[config.mk]
export PLATFORM = sky130hd
export DESIGN_NAME = deserializer
export DESIGN_NICKNAME = d
export VERILOG_FILES = /design/src/rtl/deserializer.sv
export SDC_FILE = /design/constraint.sdc
export NUM_CORES = 1
export LEC_CHECK = 0
export BUFFER_PORTS_ARGS = -buffer_cell sky130_fd_sc_hd__buf_4
export CAP_MARGIN = 40
export CELL_PAD_IN_SITES_DETAIL_PLACEMENT = 0
export CELL_PAD_IN_SITES_GLOBAL_PLACEMENT = 2
export CORE_MARGIN = 5
export CORE_UTILIZATION = 33
export DETAILED_ROUTE_END_ITERATION = 8
export GPL_ROUTABILITY_DRIVEN = 0
export GPL_TIMING_DRIVEN = 0
export PLACE_DENSITY = 0.81
export REMOVE_ABC_BUFFERS = 1
export SLEW_MARGIN = 25
export SYNTH_ARGS = -nofsm -noshare
export SYNTH_HDL_FRONTEND = slang
export SYNTH_SLANG_ARGS = --single-unit
[constraint.sdc]
create_clock -name CLK -period 1.8 [get_ports CLK]
set_input_delay 0.18 -clock CLK [delete_from_list [all_inputs] [get_ports CLK]]
set_output_delay 0.18 -clock CLK [all_outputs]
set_load 0.02 [all_outputs]
[src/rtl/deserializer.sv]
// Serial-to-parallel word receiver, MSB first, with valid/ack handoff.
// Flags framing aborts and overwritten unacknowledged words.
module deserializer #(
    parameter int WIDTH = 12
) (
    input  logic             CLK,
    input  logic             rst,
    input  logic             data_in,
    input  logic             send,
    input  logic             ack,
    output logic [WIDTH-1:0] data_out,
    output logic             data_valid,
    output logic             busy,
    output logic             frame_err,
    output logic             overrun
);

    localparam int CW = (WIDTH > 2) ? $clog2(WIDTH) : 1;
    localparam logic [CW-1:0] LAST = CW'(WIDTH - 1);

    typedef enum logic {
        IDLE,
        SHIFT
    } state_t;

    state_t           state;
    logic [CW-1:0]    cnt;
    logic [WIDTH-1:0] shreg;
    logic             last;

    assign last = (cnt == LAST);

    always_ff @(posedge CLK) begin
        if (rst) begin
            state      <= IDLE;
            cnt        <= '0;
            shreg      <= '0;
            data_out   <= '0;
            data_valid <= 1'b0;
            busy       <= 1'b0;
            frame_err  <= 1'b0;
            overrun    <= 1'b0;
        end else begin
            frame_err <= 1'b0;
            // a completing word below re-asserts data_valid
            if (ack && data_valid)
                data_valid <= 1'b0;
            unique case (state)
                IDLE: begin
                    if (send) begin
                        shreg <= {{(WIDTH-1){1'b0}}, data_in};
                        cnt   <= CW'(1);
                        busy  <= 1'b1;
                        state <= SHIFT;
                    end
                end
                SHIFT: begin
                    unique case (1'b1)
                        send && !last: begin
                            shreg <= {shreg[WIDTH-2:0], data_in};
                            cnt   <= cnt + CW'(1);
                            busy  <= 1'b1;
                        end
                        send && last: begin
                            data_out   <= {shreg[WIDTH-2:0], data_in};
                            data_valid <= 1'b1;
                            if (data_valid && !ack)
                                overrun <= 1'b1;
                            cnt   <= '0;
                            busy  <= 1'b0;
                        end
                        !send: begin
                            if (cnt != '0)
                                frame_err <= 1'b1;
                            cnt   <= '0;
                            busy  <= 1'b0;
                            state <= IDLE;
                        end
                        default: ;
                    endcase
                end
            endcase
        end
    end

endmodule
==> results of run 1 <==
[critical path, cell delays in order, from the launching register on]
cell and delay (ps):
dfxtp_1 440, and2_1 620, nand2_2 280, o22ai_1 230
[cell usage in the layout (no fill, tap or decap), types with 2 or more instances in the layout]
cell and n:
a21oi_1 16, nand2_1 4, buf_4 23, inv_1 4, nand2b_1 13, o21ai_0 14
nand3_1 14, ha_1 2, nor2_1 4, o22ai_1 9, clkbuf_8 7, dfxtp_1 32
[what timing repair did]
| action | in CTS | in global routing |
|---|---|---|
| setup buffers | 3 | 0 |
| gates resized for setup | 1 | 1 |
| pin swaps | 0 | 0 |
| cloned | 0 | 0 |
| setup endpoints to repair | 3 | 3 |
| hold buffers | 0 | 0 |
[worst max-delay path by stage]
stage | slack, ps | endpoint | depth (start not counted)
2_1_floorplan | 320 | shreg[0]$_SDFFE_PP0P_ | 4
3_3_place_gp | 30 | shreg[3]$_SDFFE_PP0P_ | 4
3_5_place_dp | -20 | shreg[4]$_SDFFE_PP0P_ | 4
4_1_cts | 50 | shreg[10]$_SDFFE_PP0P_ | 4
5_1_grt | 60 | shreg[4]$_SDFFE_PP0P_ | 3
6_report | 170 | shreg[4]$_SDFFE_PP0P_ | 3
[layer usage]
metal  vias up  part of all wire (%)  wire length [µm]  GRT usage [%]
li1        530                     -                 -              -
met1       489                    52              1440           13.9
met2        24                    42              1160           16.7
met3         5                   3.7               101           5.05
met4         0                   1.8                49           5.64
met5         -                     0                 0              0
[power by group]
part	switching, W	internal, W
registers	0.00000621	0.000715
clock network	0.000254	0.000488
logic	0.0000394	0.0000230
[through the flow]
stage / setup TNS (ps) / hold slack, ps / instances
after detailed placement: -50.6 / 419 / 196
after global placement: 0 / 427 / 196
after floorplan: 0 / 249 / 128
after CTS: 0 / 123 / 207
final: 0 / 139 / 207
after global routing: 0 / 150 / 207
[state kept, by name, summed over array words and instances, names as in the netlist]
name / count
data_out: 12
shreg: 11
cnt: 4
busy: 1
data_valid: 1
frame_err: 1
overrun: 1
state: 1
[cell usage after synthesis]
| cell type | n | area, µm² |
|---|---|---|
| nor2b_1 | 1 | 6.26 |
| nand3b_1 | 1 | 7.51 |
| nand2b_1 | 13 | 81.3 |
| nand3_1 | 14 | 70.1 |
| buf_6 | 3 | 33.8 |
| nand2_1 | 4 | 15.0 |
| and2_1 | 1 | 6.26 |
| inv_1 | 4 | 15.0 |
| nor2_1 | 4 | 15.0 |
| nand2_2 | 1 | 6.26 |
| o32ai_1 | 1 | 8.76 |
| a2111oi_0 | 1 | 8.76 |
| a32oi_1 | 1 | 8.76 |
| dfxtp_1 | 32 | 641 |
| a21oi_1 | 16 | 80.1 |
| buf_2 | 1 | 5.00 |
| ha_1 | 2 | 25.0 |
| or3_1 | 1 | 6.26 |
| nor3_1 | 1 | 5.00 |
| and3b_1 | 2 | 17.5 |
| a21boi_2 | 1 | 11.3 |
| buf_4 | 2 | 15.0 |
| clkbuf_1 | 4 | 15.0 |
| a31oi_1 | 1 | 6.26 |
| mux2i_1 | 1 | 10.0 |
| o22ai_1 | 9 | 56.3 |
| o31ai_1 | 1 | 7.51 |
| o21ai_0 | 14 | 70.1 |
| nand4_1 | 1 | 6.26 |
[cell type report]
type	count	area (µm²)	share of cell area (%)
well taps	48	60.1	3.85
clock buffers	7	96.3	6.18
flip-flops and latches	32	641	41.1
clock inverters	1	30.0	1.93
repair buffers	23	173	11.1
inverters	4	15.0	0.963
multi-input cells	92	544	34.9
[kinds of logic after synthesis]
logic type	count (synthesis)	share of synthesized area, %
AO/OA/AOI/OAI	45	20.5
AND/OR/NAND/NOR	44	19.3
buffers and inverters	14	6.65
multiplexers	1	0.794
flip-flops	32	50.8
adder cells (fa/ha/maj)	2	1.99
==> results.md, run 1 <==
* Hold Path Cell Cnt at 2
* CTS clk-pin slew, worst paths at 70 ps
* CP Launch Point: state$_SDFF_PP0_
* PnR Total Power at 0.00153 W
* Startpoint Class: register
* Mapped cell area at 0.00126 mm²
* Dpl ws at -20.3 ps
* GRT overflow at 0
* # H-tree levels at 2
* Die Y-Extent at 71.8 µm
* Post-route cell area at 0.00156 mm²
* Clk sinks at 32
* Max FO, Critical Path at 17
* Final core utilization at 42.3%
* Post-synthesis sequential area ratio at 50.8%
* Fin Clk Skew at 7.94 ps
* Final nets at 165
* Worst Tran Pin Value at 696 ps
* Fin crit period at 1630 ps
* Max transition margin at 53.6%
* FF-to-FF path depth at 3
* Initial antenna violation count at 0
* Detailed placer's ending HPWL at 1680 µm
* Area delta synth->final at 23.7%
* Maximum clock rate at 613 MHz
* Yosys warning count at 0
* Via Count at 1048
* First-pass DRT Iterations at 5
* Pwr Density at 979 mW/mm²
* CP endpoint kind: register
* Final slew viol count at 0
* Layout fillers at 385
* Max clock buf depth at 2
* DRC at 0
* Worst Slack Setup Final at 168 ps
* Hold Path Class: in2reg
* Fin crit share at 90.7%
* Leak at 0.567 nW
* Synth Area per Inst at 9.13 µm²
* Wire length per cell at 13.3 µm
* Share of layout cells above drive strength 1 at 21.4%
* Worst skew pair latency at 280 ps
* Reg2Reg Setup Slack at 170 ps
* Hold EP: frame_err$_SDFF_PP0_
* Vias in the first global route at 965
* Hold Crit Start: send
* Worst r2r dst: shreg[4]$_SDFFE_PP0P_
* Initial drt markers at 49
* Reg2reg start: state$_SDFF_PP0_
* CTS tree: yes
* Vias/cell at 5.06
* Die extent in x at 71.8 µm
* Detail Route Antenna Nets at 0
* Die ar. at 0.00515 mm²
* Number of diodes at 0
* IO buf count at 20
* Core footprint at 0.00369 mm²
* Drt total wl at 2760 µm
* Distinct cells, synth at 29
* CP required at 2010 ps
* Setup Viol. Count Final at 0
* Max rail drop VDD at 0.558 mV
* Initial Util at 34.2%
* Largest net degree at the start of global routing at 35
* Maximum Capacitance Violations at 0
* Outcome: finished, final reports clean
* Num rows at 22
* Post-Syn Instances at 138
* Fin. Hold Viols at 0
* Register bit total from synthesis at 32
* RSZ-0062 raised after global routing: no
* Worst path arrival time at 1840 ps
* # IOs at 21
* Placed inst area at 0.00140 mm²
* GR Util All Layers at 11.3%
* CTS root buf: clkbuf_8
* Critical path class: reg2reg
* Cts bufs inserted at 5
* First-pass GRT wire length at 4510 µm
No activity file was read; power rests on OpenSTA's default activity.
==> run 2, diff against run 1 <==
--- a/config.mk
+++ b/config.mk
@@ -9,6 +9,7 @@
 export CAP_MARGIN = 40
 export CELL_PAD_IN_SITES_DETAIL_PLACEMENT = 0
 export CELL_PAD_IN_SITES_GLOBAL_PLACEMENT = 2
+export CORE_ASPECT_RATIO = 0.75
 export CORE_MARGIN = 5
 export CORE_UTILIZATION = 33
 export DETAILED_ROUTE_END_ITERATION = 8
==> run 2 against run 1 <==
Effect of this change:
- sequential power about the same
- worst setup slack gained 37 ps
- total power fell by 15%
- global-route usage up 0.36 points
- critical path type unchanged
- highest routed layer unchanged
==> results.md, run 2 (synthesized netlist as in run 1, its figures left out) <==
* Outcome: finished, final reports clean
* Biggest regs: data_out (12), shreg (11), cnt (4)
* Leak at 0.543 nW (-4.1%)
* Cts bufs inserted at 5 (unchanged)
* Drt total wl at 2720 µm (-1.5%)
* DRC at 0 (unchanged)
* Fin. Hold Viols at 0 (unchanged)
* Die extent in x at 81.4 µm (+13%)
* CTS clk-pin slew, worst paths at 60 ps (about the same)
* Post-route cell area at 0.00152 mm² (-2.8%)
* Vias in the first global route at 1025 (+6.2%)
* Wire length per cell at 12.9 µm (-2.9%)
* Setup tns final at 0 ps (unchanged)
* Psw at 0.000294 W (-2.0%)
* Area delta synth->final at 20.3%
* Reg2reg start: state$_SDFF_PP0_
* Fin crit share at 88.6% (-2.0 points)
* RSZ-0062 raised after global routing: no
* First-pass DRT Iterations at 4 (-1)
* Sequential share of power at 55.7% (+8.4 points)
* Initial drt markers at 93 (+90%)
* Detailed placer's ending HPWL at 1700 µm (+1.3%)
* CTS tree: yes
* Num rows at 19 (-14%)
* # IOs at 21 (unchanged)
* Initial Util at 34.4% (+0.26 points)
* Final nets at 165 (unchanged)
* Hold Buf Count CTS at 0 (unchanged)
* Max FFs per register at 12 (unchanged)
* FF-to-FF path depth at 3 (unchanged)
* Pwr Density at 854 mW/mm² (-13%)
* Fin crit period at 1600 ps (-36.7 ps)
* Final slew viol count at 0 (unchanged)
* Initial antenna violation count at 0 (unchanged)
* Worst Tran Pin Value at 672 ps (-23.2 ps)
* Reg2Reg Setup Slack at 200 ps (+40 ps)
* Setup Viol. Count Final at 0 (unchanged)
* Final core utilization at 41.4% (-0.88 points)
* P_int at 0.00100 W (-18%)
* First-pass GRT wire length at 4680 µm (+3.8%)
* Layout fillers at 385 (unchanged)
* Commonest non-fill, non-tap cell in the layout: dfxtp_1
* Worst skew pair latency at 280 ps (about the same)
* Via Count at 1053 (+0.48%)
* Net Sw Frac at 22.7% (+3.0 points)
* Logic pwr share at 4.8% (+0.7 points)
* CP Launch Point: state$_SDFF_PP0_
* Detail Route Antenna Nets at 0 (unchanged)
* Maximum clock rate at 627 MHz (+2.3%)
* Placed inst area at 0.00141 mm² (+0.36%)
* CP endpoint kind: register
* Max FO, Critical Path at 17 (unchanged)
* Fin Clk Skew at 3.63 ps (-4.31 ps)
* Hold Path Class: in2reg
* Largest net degree at the start of global routing at 35 (unchanged)
* Worst Slack Setup Final at 204 ps (+36.7 ps)
* Crit path capture: shreg[4]$_SDFFE_PP0P_
* Max transition margin at 55.2% (+1.5 points)
* Clk pwr share at 39.5% (-9.1 points)
* Dpl ws at 14.7 ps (+35.0 ps)
* GR Util All Layers at 11.7% (+0.36 points)
* Number of diodes at 0 (unchanged)
* Worst r2r dst: shreg[4]$_SDFFE_PP0P_
* CP required at 2010 ps (about the same)
* Maximum Capacitance Violations at 0 (unchanged)
* Startpoint Class: register
* Commonest cells after routing, fill and taps aside: dfxtp_1 (32), buf_4 (23), a21oi_1 (16)
* Die Y-Extent at 63.5 µm (-12%)
* Core footprint at 0.00366 mm² (-0.75%)
* Critical path class: reg2reg
* CTS root buf: clkbuf_8
* Die ar. at 0.00517 mm² (+0.25%)
* Vias/cell at 5.01 (-0.96%)
* Max clock buf depth at 2 (unchanged)
* Share of layout cells above drive strength 1 at 20.3% (-1.1 points)
* PnR Total Power at 0.00129 W (-15%)
* Max rail drop VDD at 0.401 mV (-28%)
* GRT overflow at 0 (unchanged)
* IO buf count at 20 (unchanged)
* Clk sinks at 32 (unchanged)
* Most flop-heavy register: data_out
* # H-tree levels at 2 (unchanged)
* Worst path arrival time at 1800 ps (-40 ps)
==> run 2: changes by cell type in the layout (fill, tap and decap cells not counted) <==
cell	before	now
bufinv_16	1	0
clkbuf_1	0	1
clkbuf_8	7	5
clkinv_2	0	1
==> run 2: routing by layer <==
metal | part of all wire (%) | track usage (%) | wire, µm | up-vias
met2 | 40 | 16.3 | 1100 | 20
li1 | - | - | - | 528
met1 | 53 | 16.1 | 1450 | 498
met4 | 1.6 | 5.06 | 44 | 0
met3 | 4.5 | 3.85 | 122 | 7
met5 | 0 | 0 | 0 | -
==> run 2: worst max-delay path, stage by stage, from the launching register on <==
cell	delay [ps]
dfxtp_1	440
and2_1	600
nand2_2	270
o22ai_1	220
==> run 2: repair_timing <==
item / in CTS / in global routing
setup buffers: 0 / 3
endpoints found under the hold margin: 0 / 0
gates resized for setup: 0 / 2
setup endpoints to repair: 0 / 26
==> run 2: how the worst min path moves through the flow <==
| stage | from | to | slack, ps | depth (start not counted) |
|---|---|---|---|---|
| 2_1_floorplan | rst | busy$_SDFFE_PP0P_ | 250 | 1 |
| 3_3_place_gp | send | frame_err$_SDFF_PP0_ | 420 | 2 |
| 3_5_place_dp | send | frame_err$_SDFF_PP0_ | 450 | 2 |
| 4_1_cts | send | frame_err$_SDFF_PP0_ | 150 | 2 |
| 5_1_grt | send | frame_err$_SDFF_PP0_ | 160 | 2 |
| 6_report | send | frame_err$_SDFF_PP0_ | 160 | 2 |
==> run 2: cell type report <==
cell class / count / area [µm²] / area share (%)
timing repair buffer: 23 / 173 / 11.4
sequential: 32 / 641 / 42.3
multi-input combinational: 92 / 544 / 35.9
clock buffer: 6 / 72.6 / 4.79
clock inverter: 1 / 5.00 / 0.330
inverter: 4 / 15.0 / 0.991
tap: 52 / 65.1 / 4.29
==> run 2: power by group through the flow <==
stage	clock, W	combinational [W]	sequential [W]
floorplan	0	0.0000290	0.000738
global placement	0	0.0000603	0.000736
detailed placement	0	0.0000616	0.000737
CTS	0.000524	0.0000618	0.000721
global route	0.000552	0.0000689	0.000722
finish	0.000511	0.0000622	0.000721
==> run 2: through the flow <==
step / instances / hold slack [ps]
final: 210 / 161
after global routing: 210 / 164
after CTS: 207 / 149
after detailed placement: 200 / 445
after global placement: 200 / 424
after floorplan: 128 / 249
==> run 3, diff against run 2 <==
--- a/config.mk
+++ b/config.mk
@@ -11,11 +11,11 @@
 export CELL_PAD_IN_SITES_GLOBAL_PLACEMENT = 2
 export CORE_ASPECT_RATIO = 0.75
 export CORE_MARGIN = 5
-export CORE_UTILIZATION = 33
+export CORE_UTILIZATION = 35
 export DETAILED_ROUTE_END_ITERATION = 8
 export GPL_ROUTABILITY_DRIVEN = 0
 export GPL_TIMING_DRIVEN = 0
-export PLACE_DENSITY = 0.81
+export PLACE_DENSITY = 0.85
 export REMOVE_ABC_BUFFERS = 1
 export SLEW_MARGIN = 25
 export SYNTH_ARGS = -nofsm -noshare
==> constraint.sdc (replaced) <==
create_clock -name CLK -period 1.9 [get_ports CLK]
set_input_delay 0.19 -clock CLK [delete_from_list [all_inputs] [get_ports CLK]]
set_output_delay 0.19 -clock CLK [all_outputs]
set_load 0.02 [all_outputs]
==> run 3 against run 2 <==
Effect of this change:
- critical path type unchanged
- sequential share of layout area up 0.42 points
- sequential cell count unchanged
- clock skew down 1.1 ps
- combinational power down 6.4%
- sequential power down 5.3%
- non-clock buffer count down 1
- critical endpoint is now shreg[0]$_SDFFE_PP0P_
- design area down 0.99%
==> results.md, run 3 (synthesized netlist as in run 1, its figures left out) <==
* Outcome: finished, final reports clean
* Via Count at 1038 (-1.4%)
* Reg2Reg Setup Slack at 180 ps (-20 ps)
* GRT overflow at 0 (unchanged)
* Worst skew pair latency at 280 ps (about the same)
* Number of diodes at 0 (unchanged)
* Worst r2r dst: shreg[0]$_SDFFE_PP0P_
* Num rows at 18 (-1)
* First-pass GRT wire length at 4490 µm (-4.0%)
* FF-to-FF path depth at 4 (+1)
* DRC at 0 (unchanged)
* Clk sinks at 32 (unchanged)
* Initial antenna violation count at 0 (unchanged)
* Wire length per cell at 13.8 µm (+6.6%)
* Reg2reg start: cnt[0]$_SDFFE_PP0P_
* Maximum clock rate at 582 MHz (-7.1%)
* Hold Crit Start: send
* Pwr Density at 848 mW/mm² (-0.70%)
* Fin Clk Skew at 2.48 ps (-1.15 ps)
* Drt total wl at 2730 µm (+0.55%)
* Maximum Capacitance Violations at 0 (unchanged)
* # IOs at 21 (unchanged)
* Setup tns final at 0 ps (unchanged)
* # H-tree levels at 2 (unchanged)
* Area delta synth->final at 19.1%
* CP peak stage delay at 470 ps (-130 ps)
* Hold Path Class: in2reg
* PnR Total Power at 0.00127 W (-1.7%)
* Largest net degree at the start of global routing at 35 (unchanged)
* Worst Tran Pin Value at 667 ps (-5.09 ps)
* Most flop-heavy register: data_out
* Final slew viol count at 0 (unchanged)
* IO buf count at 20 (unchanged)
* Setup Viol. Count Final at 0 (unchanged)
* Placed inst area at 0.00139 mm² (-1.1%)
* Worst path arrival time at 1920 ps (+120 ps)
* Initial Util at 37.3% (+2.9 points)
* Final nets at 164 (-0.61%)
* CTS tree: yes
* Max FO, Critical Path at 14 (-3)
* Vias in the first global route at 974 (-5.0%)
* Hold Path Cell Cnt at 2 (unchanged)
* Max rail drop VDD at 0.454 mV (+13%)
* Die ar. at 0.00491 mm² (-4.9%)
* Core footprint at 0.00338 mm² (-7.7%)
* Critical path class: reg2reg
* CP Launch Point: cnt[0]$_SDFFE_PP0P_
* First-pass DRT Iterations at 4 (unchanged)
* Post-route cell area at 0.00150 mm² (-0.99%)
* Detail Route Antenna Nets at 0 (unchanged)
* Max FFs per register at 12 (unchanged)
* CP top delay family: compound AO/OA/AOI/OAI gates
* Startpoint Class: register
* Biggest regs: data_out (12), shreg (11), cnt (4)
* Cts bufs inserted at 5 (unchanged)
* Max clock buf depth at 2 (unchanged)
* RSZ-0062 raised after global routing: no
* CTS root buf: clkbuf_8
* Vias/cell at 5.24 (+4.5%)
* CP required at 2110 ps (+100 ps)
* CP endpoint kind: register
* CTS clk-pin slew, worst paths at 60 ps (about the same)
* Die extent in x at 79.3 µm (-2.5%)
* Critical path buffers and inverters at 0 (unchanged)
* Crit path cell chain: ha_1 > and3b_2 > a21boi_2 > mux2i_1
* Commonest cells after routing, fill and taps aside: dfxtp_1 (32), buf_4 (22), a21oi_1 (16)
* Commonest non-fill, non-tap cell in the layout: dfxtp_1
* Fin. Hold Viols at 0 (unchanged)
* Max transition margin at 55.5% (+0.34 points)
* Hold EP: frame_err$_SDFF_PP0_
* Fin crit share at 90.4% (+1.8 points)
* Slowest cell on crit path: a21boi_2
* Die Y-Extent at 62.0 µm (-2.4%)
* Fin crit period at 1720 ps (+122 ps)
* Leak at 0.544 nW (+0.14%)
* GR Util All Layers at 12.1% (+0.44 points)
* Share of layout cells above drive strength 1 at 20.9% (+0.63 points)
* Detailed placer's ending HPWL at 1700 µm (about the same)
* Initial drt markers at 49 (-47%)
* Layout fillers at 354 (-8.1%)
run 3: per-layer routing:
layer | share of wire, % | GRT usage (%) | vias up | wire [µm]
met5 | 0 | 0 | - | 0
met4 | 1.1 | 5.15 | 0 | 29
met3 | 4.8 | 4.47 | 4 | 132
met2 | 42 | 18.9 | 24 | 1160
met1 | 52 | 15.3 | 480 | 1410
li1 | - | - | 530 | -
run 3: layout make-up:
type	count	area [µm²]	share of cell area, %
Clock buffer	6	82.6	5.50
Clock inverter	2	10.0	0.667
Inverter	4	15.0	1.00
Multi-Input combinational cell	92	537	35.8
Sequential cell	32	641	42.7
Tap cell	40	50.0	3.34
Timing Repair Buffer	22	165	11.0
run 3: worst max-delay path by stage:
stage          cells past startpoint                    end
2_1_floorplan                      4  shreg[0]$_SDFFE_PP0P_
3_3_place_gp                       4  shreg[4]$_SDFFE_PP0P_
3_5_place_dp                       4  shreg[2]$_SDFFE_PP0P_
4_1_cts                            4  shreg[0]$_SDFFE_PP0P_
5_1_grt                            4  shreg[7]$_SDFFE_PP0P_
6_report                           4  shreg[0]$_SDFFE_PP0P_
run 3: per-stage QoR:
stage | setup slack, ps | hold slack (ps) | util [%] | std cells
after floorplan | 424 | 259 | - | 128
after global placement | 161 | 435 | 41.2 | 188
after detailed placement | 113 | 435 | 41.2 | 188
after CTS | 105 | 139 | 43.9 | 196
after global routing | 79.6 | 169 | 44.4 | 198
final | 182 | 144 | 44.4 | 198
run 3: power breakdown:
group	switching [W]	internal (W)	leakage [nW]
Sequential	0.00000535	0.000677	0.259
Combinational	0.0000371	0.0000211	0.234
Clock	0.000243	0.000289	0.0510
Total	0.000286	0.000987	0.544
run 3: what timing repair did:
action	in CTS	in global routing
gates resized for setup	0	1
hold buffers	0	0
setup endpoints to repair	0	10
setup buffers	0	2
